[config.mk]
export PLATFORM = sky130hd
export DESIGN_NAME = br_resolve_unit
export DESIGN_NICKNAME = d
export VERILOG_FILES = /design/src/rtl/br_resolve_unit.sv
export SDC_FILE = /design/constraint.sdc
export NUM_CORES = 1
export LEC_CHECK = 0
export ABC_CLOCK_PERIOD_IN_PS = 5280
export CAP_MARGIN = 30
export CORE_AREA = 2 2 102 104
export DETAILED_ROUTE_END_ITERATION = 6
export DIE_AREA = 0 0 104 106
export PLACE_DENSITY = 0.82
export SLEW_MARGIN = 25
export SYNTH_ARGS = -nofsm -noshare
export SYNTH_HDL_FRONTEND = slang
export SYNTH_SLANG_ARGS = --single-unit
export TNS_END_PERCENT = 30
[constraint.sdc]
create_clock -name clk -period 5.28 [get_ports clk]
set_input_delay 0.528 -clock clk [delete_from_list [all_inputs] [get_ports clk]]
set_output_delay 0.528 -clock clk [all_outputs]
set_load 0.005 [all_outputs]
[src/rtl/br_resolve_unit.sv]
// Branch resolution: compares predicted vs actual outcome in EX and drives
// the mispredict pulse, IF/ID flush, PC redirect and branch statistics.
module br_resolve_unit #(
    parameter int ADDR_W    = 32,
    parameter int CNT_W     = 16,
    parameter int FLUSH_LEN = 2
) (
    input  logic              clk,
    input  logic              rst,
    input  logic              stall,
    input  logic              is_br_id,
    input  logic              br_pre_id,
    input  logic [ADDR_W-1:0] br_pc_id,
    input  logic [ADDR_W-1:0] br_tgt_id,
    input  logic              br_taken_ex,
    output logic              pre_wrong,
    output logic              flush,
    output logic              redirect_vld,
    output logic [ADDR_W-1:0] redirect_pc,
    output logic [CNT_W-1:0]  br_cnt,
    output logic [CNT_W-1:0]  mis_cnt
);

    localparam int FCNT_W = (FLUSH_LEN > 1) ? $clog2(FLUSH_LEN) : 1;
    localparam logic [FCNT_W-1:0] FCNT_INIT = FCNT_W'(FLUSH_LEN - 1);

    typedef enum logic {
        ST_RUN,
        ST_FLUSH
    } state_t;

    typedef struct packed {
        logic              vld;
        logic              pred;
        logic [ADDR_W-1:0] pc;
        logic [ADDR_W-1:0] tgt;
    } ex_slot_t;

    ex_slot_t          ex_q;
    state_t            state_q;
    state_t            state_d;
    logic [FCNT_W-1:0] fcnt_q;
    logic [FCNT_W-1:0] fcnt_d;
    logic              mis;

    // A stalled EX stage never resolves, so the pulse waits for release
    assign mis = ex_q.vld & ~stall & (br_taken_ex != ex_q.pred);

    assign pre_wrong    = mis;
    assign redirect_vld = mis;

    always_comb begin
        redirect_pc = '0;
        if (mis) begin
            redirect_pc = br_taken_ex ? ex_q.tgt : ex_q.pc + ADDR_W'(4);
        end
    end

    // Wrong-path branches (under flush or on the mispredict cycle) are dropped
    always_ff @(posedge clk or posedge rst) begin
        if (rst) begin
            ex_q <= '0;
        end else if (!stall) begin
            ex_q.vld  <= is_br_id & ~flush & ~mis;
            ex_q.pred <= br_pre_id;
            ex_q.pc   <= br_pc_id;
            ex_q.tgt  <= br_tgt_id;
        end
    end

    always_ff @(posedge clk or posedge rst) begin
        if (rst) begin
            state_q <= ST_RUN;
            fcnt_q  <= '0;
        end else begin
            state_q <= state_d;
            fcnt_q  <= fcnt_d;
        end
    end

    always_comb begin
        state_d = state_q;
        fcnt_d  = fcnt_q;
        flush   = 1'b0;
        unique case (state_q)
            ST_RUN: begin
                flush = mis;
                if (mis && (FLUSH_LEN > 1)) begin
                    state_d = ST_FLUSH;
                    fcnt_d  = FCNT_INIT;
                end
            end
            ST_FLUSH: begin
                flush = 1'b1;
                if (!stall) begin
                    if (fcnt_q == '0) begin
                        state_d = ST_RUN;
                    end else begin
                        fcnt_d = fcnt_q - 1'b1;
                    end
                end
            end
            default: begin
                state_d = ST_RUN;
                fcnt_d  = '0;
            end
        endcase
    end

    always_ff @(posedge clk or posedge rst) begin
        if (rst) begin
            br_cnt  <= '0;
            mis_cnt <= '0;
        end else if (!stall) begin
            if (ex_q.vld && (br_cnt != '1)) begin
                br_cnt <= br_cnt + 1'b1;
            end
            if (mis && (mis_cnt != '1)) begin
                mis_cnt <= mis_cnt + 1'b1;
            end
        end
    end

endmodule

# Yosys cells after proc, flatten, opt, wreduce, memory -nomap -nowiden
# Index checks and enable logic that the tools add are counted.
# Widths: inputs -> output; s select.
# totals
register_bits,100
in_bits,70
out_inout_bits,67
wordCells,41
# classes
add_sub_neg,4
eq_ne,5
n_mux,11
bitwise_logic,8
reduce_logical,5
# ops
cell,n
$mux 32,2
$add 16x1->16 const B,2
$add 32x3->32 const B,1
$ne 16x16->1 const B,2
$mux 1,6
$pmux 1 s2,3
$reduce_and 2->1,3
$and 1x1->1,4
$ne 2x2->1 const B,2
$not 1->1,4
$logic_and 1x1->1,2
$ne 1x1->1,1
$sub 1x1->1 const B,1

# Depth between registers and ports, before layout
# logic_depth
word_depth,7
depth_mapped,8
depth_no_buf,6

# Least setup slack after synthesis
# OpenSTA, ideal clock, no wires.
# synth_timing
path_type,input to output
from,input stall
to,output redirect_pc[24]
t_arrival_ps,1658
t_required_ps,4752
path_slack_ps,3094
path_stages,8
n_path_buf,3
path_cell_list,clkbuf_1 -> nor2b_1 -> nand2b_1 -> buf_2 -> inv_2 -> clkbuf_1 -> o21ai_0 -> a21oi_1
# synth_via
elab_chain_cells,4
# synth_lines
item,line,rtl
from (decl),10,"input logic stall,"
$not 1->1 (no source line),n/a,
$and 1x1->1 (2 in a row),47,assign mis = ex_q.vld & ~stall & (br_taken_ex != ex_q.pred);
net pre_wrong,16,"output logic pre_wrong,"
$mux 32,54,if (mis) begin
to (decl),19,"output logic [ADDR_W-1:0] redirect_pc,"
# The timed path passes the listed nets, and every way through them passes these cells.

# Final worst setup path
# layout_timing
from,input br_taken_ex
to,output redirect_pc[28]
# layout_via
elab_chain_cells,3
elab_cells_between_ends,4
cone_classes,eq/ne: 1; mux: 2; bitwise: 1
# layout_lines
item,line,rtl
from (decl),15,"input logic br_taken_ex,"
$ne 1x1->1,47,
$and 1x1->1,47,
$mux 32 *,54,
# Mark *: on every way between the ends. The rest lies on a longest branch, timed or not.

==> flow_metrics.tcl <==
set metrics [dict create \
    layout.nets 657 \
    coreArea_sq_mm 0.0100 \
    gr-total-overflow 0 \
    crit_type "in2out" \
    gp_congestion 0.832 \
    yosysSeqAreaShare_pct 49.7 \
    path_max_fanout 24 \
    dpl-instance-area_sq_mm 0.00651 \
    io_buffers 136 \
    rows 37 \
    h-tree-depth 3 \
    postSynth.topFlopCell "dfrtp_1" \
    vias_per_cell 5.32 \
    finalCriticalPeriod_ns 3.44 \
    clock_latency_ns 0.36 \
    slew_violations 0 \
    slew_headroom_pct 42.9 \
    arrival_ns 2.91 \
    design_area_sq_mm 0.00670 \
    netlist_area_sq_mm 0.00503 \
    syn_inst 452 \
    worst_hold_path_type "reg2reg" \
    ios 137 \
    critical_path_required_ns 4.75 \
    syn_nets 525 \
    rr_endpoint "br_cnt[8]$_DFFE_PP0P_" \
    drive_above_1_share_pct 16.8 \
    combinationalPowerShare_pct 21.9 \
    hpwlAfterDp_um 8530 \
    cap_violations 0 \
    hold_slack_ns 0.510 \
    r2r_setup_slack_ns 3.08 \
    drt_iter0_drc 194 \
    critPathMaxStageDelay_ns 0.81 \
    initial_utilization_pct 50.3 \
    critPathMostFrequentCell "clkdlybuf4s50_1" \
    clock_path_buffers 2 \
    ys_warn_count 0 \
    cp-end-kind "output pin" \
    cts_resized 0 \
    p_per_area_mw_per_mm2 271 \
    reg2reg_from "br_cnt[0]$_DFFE_PP0P_" \
    antenna_found_initial 0 \
    worstHoldStart "mis_cnt[15]$_DFFE_PP0P_" \
    die_x_um 104 \
    clkPwrFrac_pct 25.4 \
    p_switching_mw 0.524 \
    fin_tns_setup_ns 0 \
    final-hold-violation-count 0 \
    cts_tree "done" \
    cellLeakagePower_nw 2.69 \
    async_flop_share_pct 100 \
    numCtsBuffers 9 \
    root_buffer "clkbuf_8" \
    reg2reg_depth 6 \
    max_freq_mhz 291 \
    dr.pass1.iters 4 \
    grt_pass1_vias 3793 \
    status "finished, final reports clean" \
    grt_max_degree 70 \
    dieArea_sq_mm 0.0110 \
    fin_ws_ns 1.84 \
    crit_start "br_taken_ex" \
    fp.dieH_um 106 \
    finalWirelength_um 11600 \
    area_growth_pct 33.1 \
    worstSetupEndpoint "redirect_pc[28]" \
    clk_pin_slew_worst_paths_ns 0.10 \
    synth_edf_count 0 \
    timing.final.crit_share_pct 65.1 \
    num_vias 3858 \
    cp_cell_sequence "clkdlybuf4s50_1 -> xnor2_1 -> nand2b_1 -> inv_2 -> o21ai_0 -> a21oi_1 -> clkdlybuf4s50_1" \
    cts_sinks 100 \
    p_seq_share_pct 52.7 \
    ys_types 44 \
    intPower_mw 1.29 \
    crit_slowest_cell "clkdlybuf4s50_1" \
    p_sw_share_pct 28.9 \
    start_kind "input port" \
    antenna_cells 0 \
    ant_nets 0 \
    hold_buffers 0 \
    route.detailed.drc 0 \
    grt_usage_pct 21.2 \
    pre_cts_ws_ns 1.86 \
    syn_area_per_cell_sq_um 11.1 \
    rsz0062_at_grt "no" \
    grt_pass1_wl_um 18900 \
    finClkSkew_ns 0.0113 \
    setup_viol 0 \
    cts_setup_buffers 0 \
    wl_per_cell_um 16.1 \
    worst_pin_slew_ns 0.856 \
    ys_ff_latch 100 \
    peakVddDrop_mv 0.187 \
]
-- synth_stat cells (4+ instances only) --
master	instances	share of area [%]
a21oi_1	23	2.3
mux2i_1	7	1.4
and4_1	4	0.70
dfrtp_1	100	50
o21ai_1	8	0.80
xnor2_1	22	3.8
nand2b_1	5	0.62
nand4_1	17	2.1
o21ai_0	12	1.2
nor4_1	4	0.50
xor2_1	34	5.9
nand3_1	30	3.0
nand2_1	28	2.1
nor2_1	28	2.1
mux2_2	66	15
buf_1	4	0.30
inv_1	4	0.30
clkbuf_1	12	0.90
nor3_1	8	0.80
-- metrics by stage --
stage | power [mW] | util (%) | cells
2_1_floorplan | 1.15 | - | 452
3_3_place_gp | 1.35 | 65.1 | 709
3_5_place_dp | 1.37 | 65.1 | 709
4_1_cts | 1.83 | 67.0 | 725
5_1_grt | 1.90 | 67.0 | 725
6_report | 1.81 | 67.0 | 725
-- state kept, by name, indices dropped and copies added (netlist names) --
signal   cells
state_q      1
mis_cnt     16
br_cnt      16
fcnt_q       1
ex_q        66
-- logic make-up after synthesis --
group,Yosys count,synth area share (%)
flip-flops,100,49.7
adder cells (fa/ha/maj),3,0.746
buffers and inverters,25,1.99
XOR/XNOR,56,9.75
AND/OR/NAND/NOR,142,15.5
AO/OA/AOI/OAI,52,5.92
multiplexers,74,16.4
-- power groups by stage --
| stage | clock [mW] | combinational (mW) | sequential, mW |
|---|---|---|---|
| 6_report | 0.460 | 0.398 | 0.955 |
| 5_1_grt | 0.497 | 0.437 | 0.970 |
| 4_1_cts | 0.474 | 0.404 | 0.953 |
| 3_5_place_dp | 0 | 0.402 | 0.968 |
| 3_3_place_gp | 0 | 0.389 | 0.964 |
| 2_1_floorplan | 0 | 0.202 | 0.951 |
-- layout by cell type (no fill, tap or decap), types with 2 or more instances in the layout --
cell,Yosys,layout
clkdlybuf4s50_1,0,135
dfrtp_1,100,100
a21oi_1,23,23
clkinv_2,0,2
inv_6,0,3
or3_1,2,2
ha_1,3,3
and3_1,3,3
nand3_1,30,30
and4_1,4,4
mux2i_1,7,7
o21ai_1,8,8
nor4_1,4,4
inv_1,4,3
nand4_1,17,17
o21a_1,2,2
xnor2_1,22,22
nor3_1,8,8
clkbuf_8,0,10
nor4_4,2,2
mux2_2,66,66
nor2_1,28,28
o21ai_0,12,12
nor3_2,3,3
nand2b_1,5,5
xor2_1,34,34
nand2_1,28,28
buf_4,1,4
nor3b_1,2,2
-- critical path: cells and delay by family --
family,cells,cell delay (ns)
xor+xnor,1,0.15
simple gates,1,0.19
compound gates,2,0.36
buf+inv,3,1.66
-- worst min-delay path by stage --
stage | end | slack, ns | depth (start not counted)
floorplan | state_q$_DFF_PP0_ | 0.46 | 1
global placement | fcnt_q$_DFFE_PP0P_ | 0.48 | 1
detailed placement | ex_q[30]$_DFFE_PP0N_ | 0.49 | 1
CTS | br_cnt[10]$_DFFE_PP0P_ | 0.50 | 4
global route | br_cnt[10]$_DFFE_PP0P_ | 0.52 | 4
finish | mis_cnt[15]$_DFFE_PP0P_ | 0.51 | 1
-- cell type report --
type                    count  area, sq um
inverters                   6         25.0
well taps                 136          170
flip-flops and latches    100         2500
fillers                   782         3300
multi-input cells         327         2430
clock inverters             6         45.0
repair buffers            140         1390
clock buffers              10          138
-- layer usage --
metal / vias to the layer above / share of wire, % / GRT usage (%)
li1: 1866 / - / -
met1: 1882 / 45 / 28.7
met2: 101 / 50 / 36.2
met3: 9 / 4.3 / 3.92
met4: 0 / 0.88 / 4.34
met5: - / 0 / 0
(Power assumes the default switching activity.)
